File: src/rtl/hold_timer_pkg.sv
// Shared types for the hold_timer responder: one-hot state encoding and a
// width helper used to size the prescaler.
package hold_timer_pkg;

  typedef enum logic [2:0] {
    IDLE     = 3'd1,
    COUNTING = 3'd2,
    DONE     = 3'd4
  } state_t;

  // $clog2 yields 0 for values <= 1, but a register needs at least one bit.
  function automatic int width_min1(input int v);
    return (v > 1) ? $clog2(v) : 1;
  endfunction

endpackage

File: src/rtl/hold_timer_tick_gen.sv
// Prescaler for hold_timer: counts enabled cycles and emits a one-cycle tick
// every PRESCALE of them. clr_i takes priority over en_i.
module hold_timer_tick_gen
  import hold_timer_pkg::*;
#(
  parameter int PRESCALE = 1,
  parameter int PW       = width_min1(PRESCALE)
) (
  input  logic clk_i,
  input  logic rst_i,
  input  logic clr_i,
  input  logic en_i,
  output logic tick_o
);

  localparam logic [PW-1:0] LAST = PW'(PRESCALE - 1);

  logic [PW-1:0] pre_q;
  logic [PW-1:0] pre_d;

  assign tick_o = en_i && (pre_q == LAST);

  always_comb begin
    pre_d = pre_q;
    if (clr_i) begin
      pre_d = '0;
    end else if (en_i) begin
      pre_d = tick_o ? '0 : pre_q + PW'(1);
    end
  end

  always_ff @(posedge clk_i or posedge rst_i) begin
    if (rst_i) begin
      pre_q <= '0;
    end else begin
      pre_q <= pre_d;
    end
  end

endmodule

File: src/rtl/hold_timer.sv
// Timer responder: after START, counts N prescaled ticks while BUSY, then
// holds READY until CLR. Outputs are registered so no input reaches them.
module hold_timer
  import hold_timer_pkg::*;
#(
  parameter int N        = 4,
  parameter int PRESCALE = 1,
  parameter int CW       = $clog2(N + 1),
  parameter int PW       = width_min1(PRESCALE)
) (
  input  logic          CLK,
  input  logic          RESET,
  input  logic          CLR,
  input  logic          START,
  output logic          READY,
  output logic          BUSY,
  output logic [CW-1:0] COUNT,
  output state_t        DBG_STATE
);

  localparam logic [CW-1:0] LAST_CNT = CW'(N - 1);
  localparam logic [CW-1:0] FULL_CNT = CW'(N);

  state_t        state_q;
  logic          ready_q;
  logic          busy_q;
  logic [CW-1:0] count_q;
  logic          tick;
  logic          tick_clr;
  logic          tick_en;

  // The prescaler restarts from zero both on CLR and when a run begins.
  assign tick_clr = CLR || ((state_q == IDLE) && START);
  assign tick_en  = (state_q == COUNTING);

  hold_timer_tick_gen #(
    .PRESCALE (PRESCALE),
    .PW       (PW)
  ) u_tick_gen (
    .clk_i  (CLK),
    .rst_i  (RESET),
    .clr_i  (tick_clr),
    .en_i   (tick_en),
    .tick_o (tick)
  );

  always_ff @(posedge CLK or posedge RESET) begin
    if (RESET) begin
      state_q <= IDLE;
      count_q <= '0;
      ready_q <= 1'b0;
      busy_q  <= 1'b0;
    end else if (CLR) begin
      state_q <= IDLE;
      count_q <= '0;
      ready_q <= 1'b0;
      busy_q  <= 1'b0;
    end else begin
      case (state_q)
        IDLE: begin
          if (START) begin
            state_q <= COUNTING;
            count_q <= '0;
            busy_q  <= 1'b1;
          end
        end
        COUNTING: begin
          if (tick) begin
            if (count_q == LAST_CNT) begin
              state_q <= DONE;
              count_q <= FULL_CNT;
              ready_q <= 1'b1;
              busy_q  <= 1'b0;
            end else begin
              count_q <= count_q + CW'(1);
            end
          end
        end
        DONE: begin
          count_q <= FULL_CNT;
        end
        default: begin
          state_q <= IDLE;
          count_q <= '0;
          ready_q <= 1'b0;
          busy_q  <= 1'b0;
        end
      endcase
    end
  end

  assign READY     = ready_q;
  assign BUSY      = busy_q;
  assign COUNT     = count_q;
  assign DBG_STATE = state_q;

endmodule

File: config.mk
export PLATFORM = sky130hd
export DESIGN_NAME = hold_timer
export DESIGN_NICKNAME = d
export VERILOG_FILES = /design/src/rtl/hold_timer_pkg.sv /design/src/rtl/hold_timer_tick_gen.sv /design/src/rtl/hold_timer.sv
export SDC_FILE = /design/constraint.sdc
export NUM_CORES = 1
export LEC_CHECK = 0
export ABC_AREA = 1
export BUFFER_PORTS_ARGS = -buffer_cell sky130_fd_sc_hd__buf_2
export CORE_AREA = 2 2 39 41
export CTS_CLUSTER_DIAMETER = 150
export DETAILED_ROUTE_END_ITERATION = 7
export DIE_AREA = 0 0 41 43
export SYNTH_ARGS = -nofsm -noshare
export SYNTH_HDL_FRONTEND = slang
export SYNTH_SLANG_ARGS = --single-unit
File: constraint.sdc
create_clock -name CLK -period 1.65 [get_ports CLK]
set_clock_uncertainty 0.2 [all_clocks]
set_input_delay 0.0825 -clock CLK [delete_from_list [all_inputs] [get_ports CLK]]
set_output_delay 0.0825 -clock CLK [all_outputs]
set_load 0.05 [all_outputs]
==> results.toml, run 1 <==
[pwr]
finalPower_uw = 994
p_leak_nw = 0.340
ir_worst_vdd_uv = 767
power_density_nw_per_um2 = 1540

[critical_path]
path_class = "reg -> reg"
cp_max_fo = 4
arrival_ns = 1.49
worstSetupEndpointType = "register"
startpoint_type = "register"
r2r_cells = 8
crit_start = "COUNT[0]$_DFFE_PP0P_"
reg2reg_from = "COUNT[0]$_DFFE_PP0P_"
rr_endpoint = "READY$_DFFE_PP0P_"
critical_path_required_ns = 1.59
endpoint = "READY$_DFFE_PP0P_"
r2r_slack_ns = 0.10

[clocking]
clockRootBuffer = "clkbuf_4"
clock-sinks = 8
clkTransAtPathRegs_ns = 0.06
clockBufferDepth = 2
clk_latency_ns = 0.25
cts_tree = "yes"
htreeDepth = 1
cts_buffers = 3
postCtsSetupRepairBufs = 0

[min_path]
hp-class = "in -> async"

[logic_synthesis]
seq_area_frac_synth_pct = 39.5
avgSynthCellArea_um2 = 8.23
synth_area_um2 = 510
yosys_register_bits = 8
synth_edf_count = 0
synth_top_cell_by_area = "dfrtp_1"
yosysWarningCount = 0
syn-num-nets = 68
yosys.area.top_type_share_pct = 34.3
synth_cell_types = 23
synth_common_cells = "14 x nand2_1, 7 x dfrtp_1, 7 x nor2_1"
synthCells = 62
yosysMostFrequentCell = "nand2_1"
ys_top_cells_by_area = "dfrtp_1 34%, nand2_1 10%, dfstp_2 5.1%"
synthArstFlopShare_pct = 100
ys.flop_type = "dfrtp_1"

[detailed_routing]
wl_per_cell_um = 10.4
wirelength_um = 987
first_pass_iters = 2
ant_nets = 0
drc = 0
vias_per_cell = 4.49
vias = 427
detailedRoute.firstIterationViolations = 3

[sta]
fmax_mhz = 646
tightest_slew_ns = 0.313
slew_viol_final = 0
fin_crit_ns = 1.55
final.period_utilization_pct = 93.9
finalSetupTns_ns = 0
hold_viol_final = 0
rsz0062_at_grt = "no"
slew_headroom_pct = 79.1
whs_ns = 0.125
setup_viol = 0
setup_slack_ns = 0.101

[placement]
placed_cell_area_um2 = 589
port_buffers = 11
dp_hpwl_um = 786
gp_congestion = 0.731
dpl_worst_slack_ns = 0.0894
numPlacedInstances = 88

[finish]
final_util_pct = 46.7
final_layout_size_suffix_gt1_share_pct = 43.0
finalInstanceArea_um2 = 646
final_cells = 95
nFillCells = 141
fin_nets = 86
area_growth_pct = 26.5
diodes = 0

[grt]
gr-total-overflow = 0
use_met1_pct = 21.1
antenna_found_initial = 0
met3_usage_pct = 1.57
grt_pass1_wl_mm = 1.76
grt.busiest_layer = "met1"
grt_start_max_net_pins = 9
grtUsageMet2_pct = 20.6
grt_pass1_vias = 408
grt.total_usage_pct = 15.2

[floorplanning]
io_pins = 12
die_x_um = 41
die_y_um = 43
floorplan.initialDensity_pct = 36.9
die_area_um2 = 1760
core_um2 = 1380
rows = 14

[outcome]
status = "finished clean"

[run]
cap_viol_max_count = 0
-- worst min-delay path by stage --
| stage | startpoint | to | cells after the start |
|---|---|---|---|
| after floorplan | RESET | COUNT[2]$_DFFE_PP0P_ | 1 |
| after global placement | RESET | COUNT[2]$_DFFE_PP0P_ | 2 |
| after detailed placement | RESET | COUNT[2]$_DFFE_PP0P_ | 2 |
| after CTS | RESET | COUNT[2]$_DFFE_PP0P_ | 3 |
| after global routing | RESET | COUNT[2]$_DFFE_PP0P_ | 3 |
| final | RESET | COUNT[2]$_DFFE_PP0P_ | 3 |
-- layout make-up --
cell class,count,area [um^2],area share [%]
Multi-Input combinational cell,45,279,43.2
Sequential cell,8,205,31.8
Timing Repair Buffer,14,85.1,13.2
Inverter,8,30.0,4.65
Clock buffer,4,26.3,4.07
Tap cell,16,20.0,3.10
-- state kept, by name (all words and copies together) (netlist names) --
name              count
BUSY                  1
u_tick_gen.pre_q      1
READY                 1
DBG_STATE             2
COUNT                 3
-- cell families after synthesis --
| family | Yosys count | synth area share, % |
|---|---|---|
| adders and majority gates | 2 | 4.90 |
| AOI/OAI and AO/OA | 8 | 9.31 |
| DFF | 8 | 39.5 |
| buffers and inverters | 9 | 7.35 |
| and+or+nand+nor | 35 | 39.0 |
-- placed cells by master, fill, tap and decap left out, drive strengths merged, types with 2 or more instances in the layout --
| cell | n |
|---|---|
| o21ai | 5 |
| buf | 11 |
| nand3 | 5 |
| ha | 2 |
| inv | 8 |
| nand2 | 17 |
| nand4 | 2 |
| clkbuf | 4 |
| nor2 | 11 |
| dlygate4sd3 | 3 |
| dfrtp | 7 |
-- worst max-delay path: stages, from the launching register on --
cell,delay (ns)
dfrtp_2,0.42
ha_1,0.20
ha_1,0.17
inv_1,0.06
nand4_2,0.11
nand2_2,0.13
nor2_4,0.04
nand2_2,0.06
nand2_1,0.05
-- repair_timing --
item,4_1_cts,5_1_grt
hold endpoints to repair,15,0
hold buffers,3,0
setup endpoints to repair,0,2
gates resized for setup,0,0
-- power by group --
group | internal, mW | switching (mW)
Combinational | 0.139 | 0.395
Clock | 0.0926 | 0.0683
Sequential | 0.249 | 0.0497
Total | 0.481 | 0.513
-- metal layers --
layer / vias to the layer above / routed length [um]
met1: 188 / 467
li1: 231 / -
met4: 0 / 15
met3: 2 / 29
met2: 6 / 476
met5: - / 0
Power figures use the tool's default switching activity.
==> run 2: changes to the inputs <==
--- a/config.mk
+++ b/config.mk
@@ -11,6 +11,7 @@
 export CTS_CLUSTER_DIAMETER = 150
 export DETAILED_ROUTE_END_ITERATION = 7
 export DIE_AREA = 0 0 41 43
+export REMOVE_ABC_BUFFERS = 1
 export SYNTH_ARGS = -nofsm -noshare
 export SYNTH_HDL_FRONTEND = slang
 export SYNTH_SLANG_ARGS = --single-unit
==> results.toml, run 2 (synthesis gave the netlist of run 1 again) <==
[pwr]
power_density_nw_per_um2 = 1560
ir_worst_vdd_uv = 822
p_leak_nw = 0.341

[detailed_routing]
vias_per_cell = 4.75
drc = 0
detailedRoute.firstIterationViolations = 5
first_pass_iters = 3
ant_nets = 0
wl_per_cell_um = 10.7
wirelength_mm = 1.03
vias = 456

[sta]
finalSetupTns_ns = 0
tightest_slew_ns = 0.312
hold_viol_final = 0
final.period_utilization_pct = 95.0
fmax_mhz = 638
fin_crit_ns = 1.57
setup_viol = 0
slew_viol_final = 0
whs_ns = 0.0897
rsz0062_at_grt = "no"
setup_slack_ns = 0.0829
slew_headroom_pct = 79.1

[grt]
grt.total_usage_pct = 15.2
antenna_found_initial = 0
grt_pass1_wl_mm = 1.73
grt_pass1_vias = 449
gr-total-overflow = 0
grt_start_max_net_pins = 9

[critical_path]
startpoint_type = "register"
crit_start = "COUNT[1]$_DFFE_PP0P_"
endpoint = "READY$_DFFE_PP0P_"
cp_max_fo = 3
r2r_cells = 8
worstSetupEndpointType = "register"
r2r_slack_ns = 0.08
arrival_ns = 1.52
path_class = "reg -> reg"
critical_path_required_ns = 1.60
rr_endpoint = "READY$_DFFE_PP0P_"
reg2reg_from = "COUNT[1]$_DFFE_PP0P_"

[finish]
most-common-layout-cells = "14 x nand2_1, 11 x buf_2, 7 x dfrtp_1, 7 x nor2_1"
diodes = 0
largest_reg_flops = 3
area_growth_pct = 25.7
fin_nets = 87
final_layout_size_suffix_gt1_share_pct = 38.8
final_common_cell = "nand2_1"
finalInstanceArea_um2 = 642
final_cells = 96

[floorplanning]
core_um2 = 1380
die_y_um = 43
die_area_um2 = 1760
die_x_um = 41
rows = 14
io_pins = 12
floorplan.initialDensity_pct = 36.9

[placement]
placed_cell_area_um2 = 586
port_buffers = 11
dpl_worst_slack_ns = 0.107
dp_hpwl_um = 828
gp_congestion = 0.759
numPlacedInstances = 89

[clocking]
htreeDepth = 1
cts_tree = "yes"
clock-sinks = 8
clockBufferDepth = 2
clockRootBuffer = "clkbuf_4"
clk_latency_ns = 0.27
cts_buffers = 3
clkTransAtPathRegs_ns = 0.06

[run]
cap_viol_max_count = 0

[min_path]
hp-class = "in -> async"

[outcome]
status = "finished clean"
-- run 2: worst min path at each step --
stage | from | end
after floorplan | RESET | BUSY$_DFFE_PP0P_
after global placement | RESET | COUNT[1]$_DFFE_PP0P_
after detailed placement | RESET | COUNT[1]$_DFFE_PP0P_
after CTS | RESET | COUNT[1]$_DFFE_PP0P_
after global routing | RESET | COUNT[1]$_DFFE_PP0P_
final | RESET | COUNT[1]$_DFFE_PP0P_
-- run 2: through the flow --
stage / power, mW / utilization (%)
3_5_place_dp: 0.827 / 42.3
6_report: 1.00 / 46.4
3_3_place_gp: 0.823 / 42.3
5_1_grt: 1.07 / 46.4
4_1_cts: 1.01 / 46.4
2_1_floorplan: 0.713 / -
-- run 2: routing by layer --
| metal | global-route usage [%] | part of all wire [%] | routed length, um | vias up |
|---|---|---|---|---|
| met5 | 0 | 0 | 0 | - |
| met3 | 3.14 | 3.3 | 34 | 5 |
| met2 | 22.2 | 47 | 486 | 8 |
| met1 | 17.2 | 45 | 465 | 209 |
| li1 | - | - | - | 234 |
| met4 | 14.0 | 4.4 | 45 | 0 |
-- run 2: what timing repair did --
| action | CTS | global route |
|---|---|---|
| endpoints found under the hold margin | 15 | 0 |
| endpoints found under the setup margin | 0 | 0 |
| buffers inserted | 0 | 0 |
| hold buffers | 3 | 0 |
| resized for setup | 0 | 0 |
-- run 2: final cells by class --
class                      instances  area [um^2]
timing repair buffer              15         92.6
fill                             148          742
inverter                           8         30.0
clock buffer                       4         26.3
sequential                         8          201
multi-input combinational         45          272
tap                               16         20.0
-- run 2: where the power goes --
group | internal [mW] | switching (mW)
combinational | 0.140 | 0.397
sequential | 0.245 | 0.0435
clock | 0.0933 | 0.0803
-- run 2: worst max-delay path: stages, from the launching register on --
cell and delay [ns]:
dfrtp_1 0.40, ha_1 0.19, ha_1 0.17, inv_1 0.06, nand4_2 0.12, nand2_1 0.15, nor2_4 0.05, nand2_2 0.05
nand2_1 0.05
==> run 3: changes to the inputs <==
--- a/config.mk
+++ b/config.mk
@@ -14,4 +14,5 @@
 export REMOVE_ABC_BUFFERS = 1
 export SYNTH_ARGS = -nofsm -noshare
 export SYNTH_HDL_FRONTEND = slang
+export SYNTH_HIERARCHICAL = 1
 export SYNTH_SLANG_ARGS = --single-unit
==> results.toml, run 3 <==
[clocking]
clockBufferDepth = 2
clkTransAtPathRegs_ns = 0.06
cts_buffers = 3
clk_latency_ns = 0.26
clockRootBuffer = "clkbuf_4"
htreeDepth = 1
clock-sinks = 9
cts_tree = "yes"

[outcome]
status = "finished, violations left"
violations = "setup timing"

[grt]
grtUsageMet2_pct = 25.9
grt.total_usage_pct = 16.9
grt_start_max_net_pins = 9
antenna_found_initial = 0
met3_usage_pct = 2.09
grt_pass1_wl_mm = 2.02
grt.busiest_layer = "met2"
grt_pass1_vias = 511
gr-total-overflow = 0
use_met1_pct = 21.0

[logic_synthesis]
yosys_register_bits = 9
yosysWarningCount = 6
seq_area_frac_synth_pct = 43.5
synth_cell_types = 16
synth_edf_count = 0
synth_top_cell_by_area = "dfrtp_1"
avgSynthCellArea_um2 = 7.23
synth_area_um2 = 520
ys.flop_type = "dfrtp_1"
synthCells = 72
ys_top_cells_by_area = "dfrtp_1 38%, nand2_1 17%, inv_1 8.7%"
synthArstFlopShare_pct = 100
yosys.area.top_type_share_pct = 38.5
yosysMostFrequentCell = "nand2_1"
synth_common_cells = "24 x nand2_1, 12 x inv_1, 8 x dfrtp_1"

[pwr]
power_density_nw_per_um2 = 1360
p_leak_nw = 0.471
ir_worst_vdd_uv = 773

[finish]
finalInstanceArea_um2 = 757
final_layout_size_suffix_gt1_share_pct = 37.0
diodes = 0
nFillCells = 146
fin_nets = 107
final_util_pct = 54.7
final_common_cell = "nand2_1"
most-common-layout-cells = "21 x nand2_1, 11 x inv_1, 11 x buf_2, 9 x buf_4, 8 x dfrtp_1"
area_growth_pct = 45.4

[sta]
slew_headroom_pct = 78.9
setup_viol = 4
tightest_slew_ns = 0.313
fin_crit_ns = 1.66
fmax_mhz = 604
final.period_utilization_pct = 100
hold_viol_final = 0
setup_slack_ns = -0.00540
rsz0062_at_grt = "yes"
slew_viol_final = 0
finalSetupTns_ns = -0.0165

[placement]
dp_hpwl_um = 904
gp_congestion = 0.753
placed_cell_area_um2 = 648
port_buffers = 11
dpl_worst_slack_ns = -0.0138

[floorplanning]
floorplan.initialDensity_pct = 37.6
die_area_um2 = 1760
io_pins = 12
rows = 14
die_y_um = 43
die_x_um = 41
core_um2 = 1380

[critical_path]
cpMaxStageDelayCell = "dfstp_2"
critPathTopFamily = "simple AND/OR/NAND/NOR gates"
critical_path_required_ns = 1.59
worstSetupEndpointType = "register"
arrival_ns = 1.60
critPathBufInv = 2
cpPeakStageDelay_ns = 0.53
r2r_cells = 11
cp_max_fo = 8
path_class = "reg -> reg"
path_depth = 11
worstPathCellList = "nor2_2 -> nand2_1 -> inv_1 -> inv_2 -> nor2_2 -> nor2_1 -> nand3_2 -> nand2_4 -> nor2_4 -> nand2_2 -> nand2_1"
startpoint_type = "register"

[detailed_routing]
detailedRoute.firstIterationViolations = 17
wirelength_mm = 1.26
vias_per_cell = 4.67
vias = 542
ant_nets = 0
drc = 0
wl_per_cell_um = 10.9
first_pass_iters = 4

[min_path]
hp-class = "in -> async"

[run]
cap_viol_max_count = 0
[run 3: cell types whose count changed in the layout (fill, tap and decap cells not counted), moves of 2 or more]
cell | before | now
inv_1 | 4 | 11
nor2_1 | 7 | 5
buf_4 | 1 | 9
nor2_2 | 2 | 4
nand2_1 | 14 | 21
nand3_1 | 3 | 5
inv_2 | 4 | 2
[run 3: cell type report]
class / count / area [um^2] / share of cell area [%]
sequential: 9 / 226 / 29.9
clock buffer: 4 / 26.3 / 3.47
inverter: 13 / 48.8 / 6.45
timing repair buffer: 24 / 163 / 21.5
multi-input combinational: 50 / 273 / 36.0
tap: 16 / 20.0 / 2.64
[run 3: worst paths after layout]
check | start | end | slack, ns
hold / removal | RESET | COUNT[1]$_DFFE_PP0P_ | 0.13
setup / recovery | DBG_STATE[0]$_DFFE_PP1P_ | BUSY$_DFFE_PP0P_ | -0.005
hold reg to reg | READY$_DFFE_PP0P_ | READY$_DFFE_PP0P_ | 0.31
setup reg to reg | DBG_STATE[0]$_DFFE_PP1P_ | BUSY$_DFFE_PP0P_ | -0.005
max in group asynchronous | RESET | u_tick_gen/pre_q$_DFFE_PP0P_ | 0.60
min in group CLK | READY$_DFFE_PP0P_ | READY$_DFFE_PP0P_ | 0.31
[run 3: timing repair]
action	CTS	global route
hold endpoints to repair	14	0
setup buffers	1	1
hold buffers	4	0
pin swaps	2	8
gates resized for setup	0	9
setup endpoints to repair	4	7
[run 3: per-layer routing]
layer  wire [um]  up-vias
met5           0        -
met1         553      254
met4          14        0
li1            -      277
met3          47        2
met2         647        9
[run 3: cell families (layout without fill, tap and decap cells)]
group	after synthesis	count (layout)	share of synthesized area, %
simple gates	44	44	37.5
fa+ha+maj	2	2	4.81
buf+inv	13	41	9.37
compound gates	4	4	4.81
flops	9	9	43.5
[run 3: report_power, final]
| part | internal, mW | leakage (nW) | total (mW) | switching [mW] |
|---|---|---|---|---|
| clock | 0.0931 | 0.0150 | 0.169 | 0.0763 |
| sequential | 0.271 | 0.120 | 0.295 | 0.0241 |
| combinational | 0.188 | 0.336 | 0.565 | 0.378 |
| total | 0.551 | 0.471 | 1.03 | 0.478 |
[run 3: metrics by stage]
step | total power [mW] | cells | hold WS, ns
2_1_floorplan | 0.645 | 72 | -0.389
3_3_place_gp | 0.798 | 106 | -0.272
3_5_place_dp | 0.805 | 106 | -0.273
4_1_cts | 0.998 | 115 | 0.123
5_1_grt | 1.11 | 116 | 0.177
6_report | 1.03 | 116 | 0.126
[run 3: worst min-delay path: cells and delay by family]
kind	cells	cell delay (ns)
buffers and inverters	3	0.90
